### src/rtl/instr_field_decoder.sv
// Registered ULM instruction decoder: splits the instruction register into
// control-unit, ALU and bus bundles, captured on clock edges where en is high.
module instr_field_decoder #(
    parameter int DATA_W = 64
) (
    input  logic              clk,
    input  logic              rst_n,
    input  logic              en,
    input  logic [31:0]       ir,
    input  logic              stat_reg_zf,
    output logic [1:0]        cu_op,
    output logic [7:0]        cu_exit_code,
    output logic [23:0]       cu_jmp_offset,
    output logic [1:0]        alu_op,
    output logic              alu_a_sel,
    output logic [3:0]        alu_s_reg,
    output logic [3:0]        alu_b_reg,
    output logic [3:0]        alu_a_reg,
    output logic [DATA_W-1:0] alu_a_imm,
    output logic [1:0]        bus_op,
    output logic [1:0]        bus_size,
    output logic [3:0]        bus_data_reg,
    output logic [3:0]        bus_addr_reg,
    output logic [16:0]       bus_addr_offset
);

    localparam logic [1:0] CU_NOP      = 2'd0;
    localparam logic [1:0] CU_HALT     = 2'd1;
    localparam logic [1:0] CU_REL_JMP  = 2'd2;
    localparam logic [1:0] ALU_NOP     = 2'd0;
    localparam logic [1:0] ALU_ADD     = 2'd1;
    localparam logic [1:0] ALU_SUB     = 2'd2;
    localparam logic [1:0] BUS_NOP     = 2'd0;
    localparam logic [1:0] BUS_FETCH   = 2'd1;
    localparam logic [1:0] SIZE_BYTE   = 2'd0;
    localparam logic       SEL_REG     = 1'b0;
    localparam logic       SEL_IMM     = 1'b1;

    logic [1:0]        nxt_cu_op;
    logic [1:0]        nxt_alu_op;
    logic              nxt_alu_a_sel;
    logic [3:0]        nxt_alu_b_reg;
    logic [3:0]        nxt_alu_a_reg;
    logic [DATA_W-1:0] nxt_alu_a_imm;
    logic [1:0]        nxt_bus_op;

    always_comb begin
        nxt_cu_op     = CU_NOP;
        nxt_alu_op    = ALU_NOP;
        nxt_alu_a_sel = SEL_REG;
        nxt_alu_b_reg = ir[19:16];
        nxt_alu_a_reg = ir[15:12];
        nxt_alu_a_imm = {{(DATA_W-16){1'b0}}, ir[15:0]};
        nxt_bus_op    = BUS_NOP;
        case (ir[31:24])
            8'h01: nxt_cu_op = CU_HALT;
            8'h02: nxt_cu_op = stat_reg_zf ? CU_NOP : CU_REL_JMP;
            8'h03: nxt_cu_op = stat_reg_zf ? CU_REL_JMP : CU_NOP;
            8'h04: nxt_cu_op = CU_REL_JMP;
            8'h10: begin
                // ldzwq: a 20-bit immediate added to r0 into the destination
                nxt_alu_op    = ALU_ADD;
                nxt_alu_a_sel = SEL_IMM;
                nxt_alu_b_reg = 4'd0;
                nxt_alu_a_reg = 4'd0;
                nxt_alu_a_imm = {{(DATA_W-20){1'b0}}, ir[19:0]};
            end
            8'h11: nxt_alu_op = ALU_ADD;
            8'h12: begin
                nxt_alu_op    = ALU_ADD;
                nxt_alu_a_sel = SEL_IMM;
            end
            8'h13: nxt_alu_op = ALU_SUB;
            8'h14: begin
                nxt_alu_op    = ALU_SUB;
                nxt_alu_a_sel = SEL_IMM;
            end
            8'h20: nxt_bus_op = BUS_FETCH;
            default: ;
        endcase
    end

    always_ff @(posedge clk or negedge rst_n) begin
        if (!rst_n) begin
            cu_op           <= CU_NOP;
            cu_exit_code    <= '0;
            cu_jmp_offset   <= '0;
            alu_op          <= ALU_NOP;
            alu_a_sel       <= SEL_REG;
            alu_s_reg       <= '0;
            alu_b_reg       <= '0;
            alu_a_reg       <= '0;
            alu_a_imm       <= '0;
            bus_op          <= BUS_NOP;
            bus_size        <= SIZE_BYTE;
            bus_data_reg    <= '0;
            bus_addr_reg    <= '0;
            bus_addr_offset <= '0;
        end else if (en) begin
            cu_op           <= nxt_cu_op;
            cu_exit_code    <= ir[23:16];
            cu_jmp_offset   <= ir[23:0];
            alu_op          <= nxt_alu_op;
            alu_a_sel       <= nxt_alu_a_sel;
            alu_s_reg       <= ir[23:20];
            alu_b_reg       <= nxt_alu_b_reg;
            alu_a_reg       <= nxt_alu_a_reg;
            alu_a_imm       <= nxt_alu_a_imm;
            bus_op          <= nxt_bus_op;
            bus_size        <= SIZE_BYTE;
            bus_data_reg    <= ir[23:20];
            bus_addr_reg    <= ir[19:16];
            bus_addr_offset <= {1'b0, ir[15:0]};
        end
    end

endmodule

### config.mk
export PLATFORM = sky130hd
export DESIGN_NAME = instr_field_decoder
export DESIGN_NICKNAME = d
export VERILOG_FILES = /design/src/rtl/instr_field_decoder.sv
export SDC_FILE = /design/constraint.sdc
export NUM_CORES = 1
export LEC_CHECK = 0
export ABC_CLOCK_PERIOD_IN_PS = 1600
export CAP_MARGIN = 25
export CORE_MARGIN = 8
export CORE_UTILIZATION = 30
export DETAILED_ROUTE_END_ITERATION = 8
export HOLD_SLACK_MARGIN = 0.06
export PLACE_DENSITY_LB_ADDON = 0.05
export SYNTH_ARGS = -nofsm -noshare
export SYNTH_HDL_FRONTEND = slang
export SYNTH_SLANG_ARGS = --single-unit
### constraint.sdc
create_clock -name clk -period 1.6 [get_ports clk]
set_input_delay 0.16 -clock clk [delete_from_list [all_inputs] [get_ports clk]]
set_output_delay 0.16 -clock clk [all_outputs]
set_load 0.01 [all_outputs]
After elaboration in Yosys (flattened, before gate mapping). Index checks and enable logic that the tools add are counted.

Eq/ne operators: 10. Mux-type cells: 9. Reductions and logical operators: 3.

Operators by type and width (number): == test 8 x 5 -> 1 bit, second input constant (5); 2-to-1 mux 20 bit (1); == test 8 x 2 -> 1 bit, second input constant (2); == test 8 x 1 -> 1 bit, second input constant (1); == test 8 x 3 -> 1 bit, second input constant (1); == test 8 x 6 -> 1 bit, second input constant (1); 2-to-1 mux 4 bit (2); case mux 2 bit (4 select lines) (1); OR reduction 3 bit (2); 2-to-1 mux 2 bit (2); case mux 2 bit (2 select lines) (1); 2-to-1 mux 1 bit (2); OR reduction 2 bit (1).

Logic and storage cells: 34. Flip-flop bits (word level): 135. Input bits: 36. Output and inout port bits: 142.

Logic depth before layout (Yosys ltp). Gate-level depths: netlist of the first run.

Depth in word-level cells: 3. Mapped depth: 5.

Least setup slack after synthesis of the first run. No wires, ideal clock.

Path kind: input-to-reg. Start point: input port ir[31]. End point: register alu_a_reg[0]. Data arrival time: 0.806 ns. Buffers on the path: 1. Path slack: 0.676 ns. Stages on the path: 4. Cell sequence: nor3_1 > and3_1 > buf_6 > o2bb2ai_2.

Word-level cells in the longest chain between the ends: 2.

Ends and longest elaborated chain: start: declaration (line 9) `input logic [31:0] ir,`; == test 8 x 5 -> 1 bit (line 55) `case (ir[31:24])`; 2-to-1 mux 4 bit (line 55); end signal: assignment (line 107) `alu_a_reg <= nxt_alu_a_reg;`; end: declaration (line 18) `output logic [3:0] alu_a_reg,`.

Every way passes these cells. A chain may end at the register's enable or synchronous reset.

Worst setup path in the final report of the first run.
Start point: register cu_exit_code[5]. End point: output port cu_exit_code[5].

RTL lines: start: declaration (line 12) `output logic [7:0] cu_exit_code,`; start signal: assignment (line 101) `cu_exit_code <= ir[23:16];`.

No word-level cell between the ends.

==> results.py, run 1 <==
metrics = {
    "status": {
        "status": "finished clean",
    },
    "logic_synthesis": {
        "synth_mux_area_frac": 0.0772,
        "synth_simple_gate_area_frac": 0.0585,
        "yosys_warnings": 0,
        "synth_cell_types": 27,
        "synthAdderAreaFrac": 0,
        "synthCells": 231,
        "synth_top_cells_by_area": "dfrtp_1 42%, buf_4 31%, mux2_2 7.7%, o2bb2ai_2 4.8%, o2bb2ai_1 2.5%",
        "synth-compound-area-share": 0.105,
        "ys_seq_area_frac": 0.424,
        "yosys.area_share.xor_xnor": 0,
        "syn_area_per_cell_um2": 10.7,
        "synth_area_mm2": 0.00248,
        "synth_top_family_by_area": "buffers and inverters",
        "ys_ff_latch": 42,
        "synth_top_cell_by_area": "dfrtp_1",
        "synth_top_area_share": 0.424,
    },
    "setup_path": {
        "crit_required_ns": 1.44,
        "cpMaxStageDelayCell": "clkdlybuf4s50_1",
        "r2r_start": "cu_exit_code[5]",
        "r2r_slack_ns": 0.79,
        "critical_path.cell_chain": "clkdlybuf4s50_1",
        "critPathKind": "reg2out",
        "crit_arrival_ns": 1.28,
        "path_buf_inv": 1,
        "critPathTopFamily": "buffers and inverters",
        "rr_worst_depth": 1,
        "crit_path_end_kind": "output pin",
        "crit_fanout": 5,
        "cpPeakStageDelay_ns": 0.57,
        "rr_endpoint": "cu_exit_code[5]",
        "cp-start-kind": "flip-flop",
    },
    "layout": {
        "largest_registers": "cu_jmp_offset: 16 flops, cu_exit_code: 8 flops",
        "layout.nets": 354,
        "largest_reg_flops": 16,
        "largest_register": "cu_jmp_offset",
        "final_area_mm2": 0.00352,
        "drive_above_1_share": 0.150,
        "antenna-diode-count": 0,
        "area_delta_synth_final_pct": 41.9,
    },
    "pwr": {
        "combPwrFrac": 0.277,
        "leakagePower_uw": 0.00152,
        "clkPwrFrac": 0.327,
        "power.total_uw": 3060,
        "switching_power_uw": 799,
        "power-per-cell-area_mw_per_mm2": 869,
        "pwr-share-seq": 0.396,
        "p_sw_frac": 0.261,
        "p_int_uw": 2260,
        "vdd_drop_max_mv": 0.498,
    },
    "floorplanning": {
        "die_w_um": 107,
        "io_pins": 178,
        "fp-row-count": 33,
        "dieArea_mm2": 0.0114,
        "start_util": 0.305,
        "die_h_um": 107,
        "design.core.area_mm2": 0.00813,
    },
    "clocking": {
        "cts_buffer_depth": 2,
        "cts.clk_slew.worst_paths_ns": 0.08,
        "clockRootBuffer": "clkbuf_8",
        "clk_latency_ns": 0.29,
        "h-tree-depth": 2,
        "cts_sinks": 42,
        "numCtsBuffers": 5,
        "cts_resized": 0,
        "cts_tree": "built",
    },
    "run": {
        "maxCapViolCount": 0,
    },
    "grt": {
        "overflow": 0,
        "grt_max_degree": 43,
        "grt_pass1_wl_um": 9670,
        "grt_use_total": 0.106,
        "antenna_found_initial": 0,
        "first_global_vias": 1757,
    },
    "place": {
        "post-place-ws_ns": 0.119,
        "placedInstanceArea_mm2": 0.00337,
        "gp_congestion": 0.699,
        "port_buffers": 129,
        "dp_hpwl_um": 5130,
    },
    "routing": {
        "vias_per_cell": 3.92,
        "drc_errors": 0,
        "ant_nets": 0,
        "wl_per_cell_um": 14.8,
        "drt-total-wl_um": 6300,
        "num_vias": 1662,
        "drt_iter0_markers": 57,
        "firstDrtPassIters": 4,
    },
    "timing": {
        "period_needed_ns": 1.44,
        "setup_violations": 0,
        "max_freq_ghz": 0.694,
        "rsz0062_at_grt": "false",
        "slew_viol_final": 0,
        "skew_ns": 0,
        "fin_ws_ns": 0.158,
        "post-route-period-util": 0.901,
        "timing_hold_violations_final": 0,
        "fin_setup_tns_ns": 0,
    },
    "hold_path": {
        "worstHoldPathType": "in2reg",
        "holdPathStages": 2,
        "min_to": "bus_op[0]",
        "hp-start": "en",
    },
}
[power groups by stage]
stage / Combinational (uW) / Sequential (uW) / Clock, uW
floorplan: 506 / 1260 / 0
global placement: 856 / 1230 / 0
detailed placement: 857 / 1240 / 0
CTS: 862 / 1220 / 1040
global route: 911 / 1230 / 1090
finish: 848 / 1210 / 999
[cell usage in the layout, fill, tap and decap left out, drive strengths merged]
master,netlist,final
and3,1,1
nor4,1,1
conb,1,48
inv,10,10
nor3b,1,1
clkinv,0,1
a21oi,3,3
nor3,2,2
nand3b,1,1
nand4,1,1
nand3,1,1
dfrtp,42,42
and4b,2,2
a211oi,1,1
nor2,2,2
mux2,17,17
bufinv,0,2
nor2b,2,2
nand2,12,12
dlygate4sd3,0,1
buf,105,11
clkdlybuf4s50,0,127
clkbuf,1,5
o31ai,1,1
o21ai,9,9
o2bb2ai,15,15
[routing by layer]
metal | part of all wire | GRT usage
met1 | 0.38 | 0.113
met5 | 0 | 0
met3 | 0.087 | 0.0360
met2 | 0.52 | 0.194
met4 | 0.0094 | 0.0271
[worst max-delay path by stage]
| stage | startpoint | to | slack [ns] | cells past startpoint |
|---|---|---|---|---|
| 5_1_grt | cu_exit_code[6] | cu_jmp_offset[22] | 0.11 | 1 |
| 6_report | cu_exit_code[5] | cu_exit_code[5] | 0.16 | 1 |
| 3_3_place_gp | ir[31] | alu_a_reg[0] | 0.14 | 6 |
| 4_1_cts | cu_exit_code[5] | cu_exit_code[5] | 0.13 | 1 |
| 2_1_floorplan | ir[31] | alu_a_reg[0] | 0.68 | 4 |
| 3_5_place_dp | ir[31] | alu_a_reg[2] | 0.12 | 6 |
[through the flow]
step                      instances   util  hold slack (ns)
final                           424  0.433            0.296
after global routing            424  0.433            0.331
after CTS                       424  0.433            0.289
after detailed placement        415  0.415            0.158
after global placement          415  0.415            0.161
after floorplan                 278      -           -0.136
[cell type report]
class	instances	area, um^2
Clock buffer	5	68.8
Clock inverter	3	68.8
Fill cell	806	4610
Inverter	10	37.5
Multi-Input combinational cell	120	778
Sequential cell	42	1050
Tap cell	105	131
Timing Repair Buffer	139	1380
[what timing repair did]
action	in CTS	in global routing
setup buffers	0	0
hold buffers	1	0
endpoints found under the hold margin	42	0
[synth_stat cells (all sizes together)]
cell type	instances
nor3b	1
inv	10
a21oi	3
nand3b	1
clkbuf	1
and4b	2
conb	1
o31ai	1
mux2	17
buf	105
a211oi	1
nor2b	2
nor2	2
o2bb2ai	15
nor3	2
dfrtp	42
o21ai	9
nand4	1
nand3	1
nand2	12
and3	1
nor4	1
[cell families (layout without fill, tap and decap cells)]
| kind of cell | after synthesis | after routing |
|---|---|---|
| and+or+nand+nor | 26 | 26 |
| other | 1 | 48 |
| DFF | 42 | 42 |
| buffers and inverters | 116 | 157 |
| muxes | 17 | 17 |
| AOI/OAI and AO/OA | 29 | 29 |
Note: power is estimated with default switching activity, not from simulation.
==> inputs of run 2 (changes only) <==
- SKIP_CTS_REPAIR_TIMING: not set -> 1
==> results.py, run 2 (synthesis results as in run 1) <==
metrics = {
    "setup_path": {
        "crit_fanout": 5,
        "critPathKind": "reg2out",
        "cp-start-kind": "flip-flop",
        "rr_worst_depth": 1,
        "crit_required_ns": 1.44,
        "crit_arrival_ns": 1.28,
        "path_buf_inv": 1,
        "r2r_slack_ns": 0.79,
        "crit_path_end_kind": "output pin",
        "critical_path.cell_chain": "clkdlybuf4s50_1",
        "cpPeakStageDelay_ns": 0.57,
        "critPathTopFamily": "buffers and inverters",
        "cpMaxStageDelayCell": "clkdlybuf4s50_1",
        "cp_num_cells": 1,
    },
    "floorplanning": {
        "dieArea_mm2": 0.0114,
        "fp-row-count": 33,
        "io_pins": 178,
        "die_h_um": 107,
        "die_w_um": 107,
        "start_util": 0.305,
        "design.core.area_mm2": 0.00813,
    },
    "run": {
        "maxCapViolCount": 0,
    },
    "timing": {
        "rsz0062_at_grt": "false",
        "setup_violations": 0,
        "skew_ns": 0,
        "slew_viol_final": 0,
        "period_needed_ns": 1.44,
        "max_freq_ghz": 0.694,
        "fin_setup_tns_ns": 0,
        "post-route-period-util": 0.901,
        "timing_hold_violations_final": 0,
    },
    "layout": {
        "fin_util": 0.433,
        "layout.nets": 354,
        "fin_cells": 424,
        "drive_above_1_share": 0.150,
        "final_common_cell": "clkdlybuf4s50_1",
        "largest_registers": "cu_jmp_offset: 16 flops, cu_exit_code: 8 flops",
        "mostFrequentLayoutCells": "127 x clkdlybuf4s50_1, 48 x conb_1, 42 x dfrtp_1",
        "fillers": 804,
        "antenna-diode-count": 0,
        "largest_register": "cu_jmp_offset",
        "largest_reg_flops": 16,
        "area_delta_synth_final_pct": 41.9,
    },
    "grt": {
        "grt_max_degree": 43,
        "grt_pass1_wl_um": 9650,
        "top_usage_layer": "met2",
        "gr-usage-met2": 0.194,
        "grt_use_total": 0.106,
        "met1_usage": 0.113,
        "met3_usage": 0.0360,
        "first_global_vias": 1751,
        "overflow": 0,
        "antenna_found_initial": 0,
    },
    "clocking": {
        "cts_tree": "built",
        "cts.clk_slew.worst_paths_ns": 0.08,
        "clk_latency_ns": 0.29,
        "cts_buffer_depth": 2,
        "numCtsBuffers": 5,
        "clockRootBuffer": "clkbuf_8",
        "h-tree-depth": 2,
        "cts_sinks": 42,
    },
    "pwr": {
        "switching_power_uw": 799,
        "pwr-share-seq": 0.396,
        "power.total_uw": 3060,
        "clkPwrFrac": 0.326,
        "p_int_uw": 2260,
        "leakagePower_uw": 0.00152,
        "p_sw_frac": 0.261,
        "vdd_drop_max_mv": 0.498,
        "power-per-cell-area_mw_per_mm2": 869,
        "combPwrFrac": 0.277,
    },
    "hold_path": {
        "holdPathStages": 2,
        "worstHoldPathType": "in2reg",
    },
    "routing": {
        "num_vias": 1662,
        "wl_per_cell_um": 14.8,
        "drt-total-wl_um": 6300,
        "drt_iter0_markers": 57,
        "firstDrtPassIters": 4,
        "drc_errors": 0,
        "vias_per_cell": 3.92,
        "ant_nets": 0,
    },
    "status": {
        "status": "finished clean",
    },
    "place": {
        "gp_congestion": 0.699,
        "port_buffers": 129,
        "dp_cells": 415,
        "dp_hpwl_um": 5130,
    },
}
run 2: cell counts in the layout (fill, tap and decap cells not counted):
Identical to the previous run, type by type.
run 2: metrics by stage:
stage	hold slack [ns]	worst slack (ns)	area, um^2
after floorplan	-0.136	0.676	2660
after global placement	0.161	0.142	3370
after detailed placement	0.158	0.119	3370
after CTS	-0.172	0.130	3510
after global routing	0.331	0.109	3520
final	0.296	0.158	3520
run 2: power by group through the flow:
stage / Sequential [uW] / Combinational [uW] / Clock [uW]
6_report: 1210 / 848 / 999
4_1_cts: 1220 / 860 / 1040
2_1_floorplan: 1260 / 506 / 0
3_5_place_dp: 1240 / 857 / 0
3_3_place_gp: 1230 / 856 / 0
5_1_grt: 1230 / 911 / 1090
run 2: metal layers:
metal | vias up | routed length, um
met3 | 4 | 546
met5 | - | 0
met2 | 86 | 3300
met4 | 0 | 59
met1 | 785 | 2390
li1 | 787 | -
run 2: worst paths after layout:
kind / end / from
max: cu_exit_code[5] / cu_exit_code[5]
min: bus_op[0] / en
max reg2reg: cu_exit_code[5] / cu_exit_code[5]
min reg2reg: alu_op[0] / alu_op[0]
max in group asynchronous: cu_exit_code[7] / rst_n
min in group asynchronous: cu_jmp_offset[1] / rst_n
run 2: area by class of cell:
type | count | area [um^2] | share of cell area
clock inverters | 3 | 68.8 | 0.0196
repair buffers | 139 | 1380 | 0.393
multi-input cells | 120 | 778 | 0.221
well taps | 105 | 131 | 0.0373
inverters | 10 | 37.5 | 0.0107
clock buffers | 5 | 68.8 | 0.0196
flip-flops and latches | 42 | 1050 | 0.299
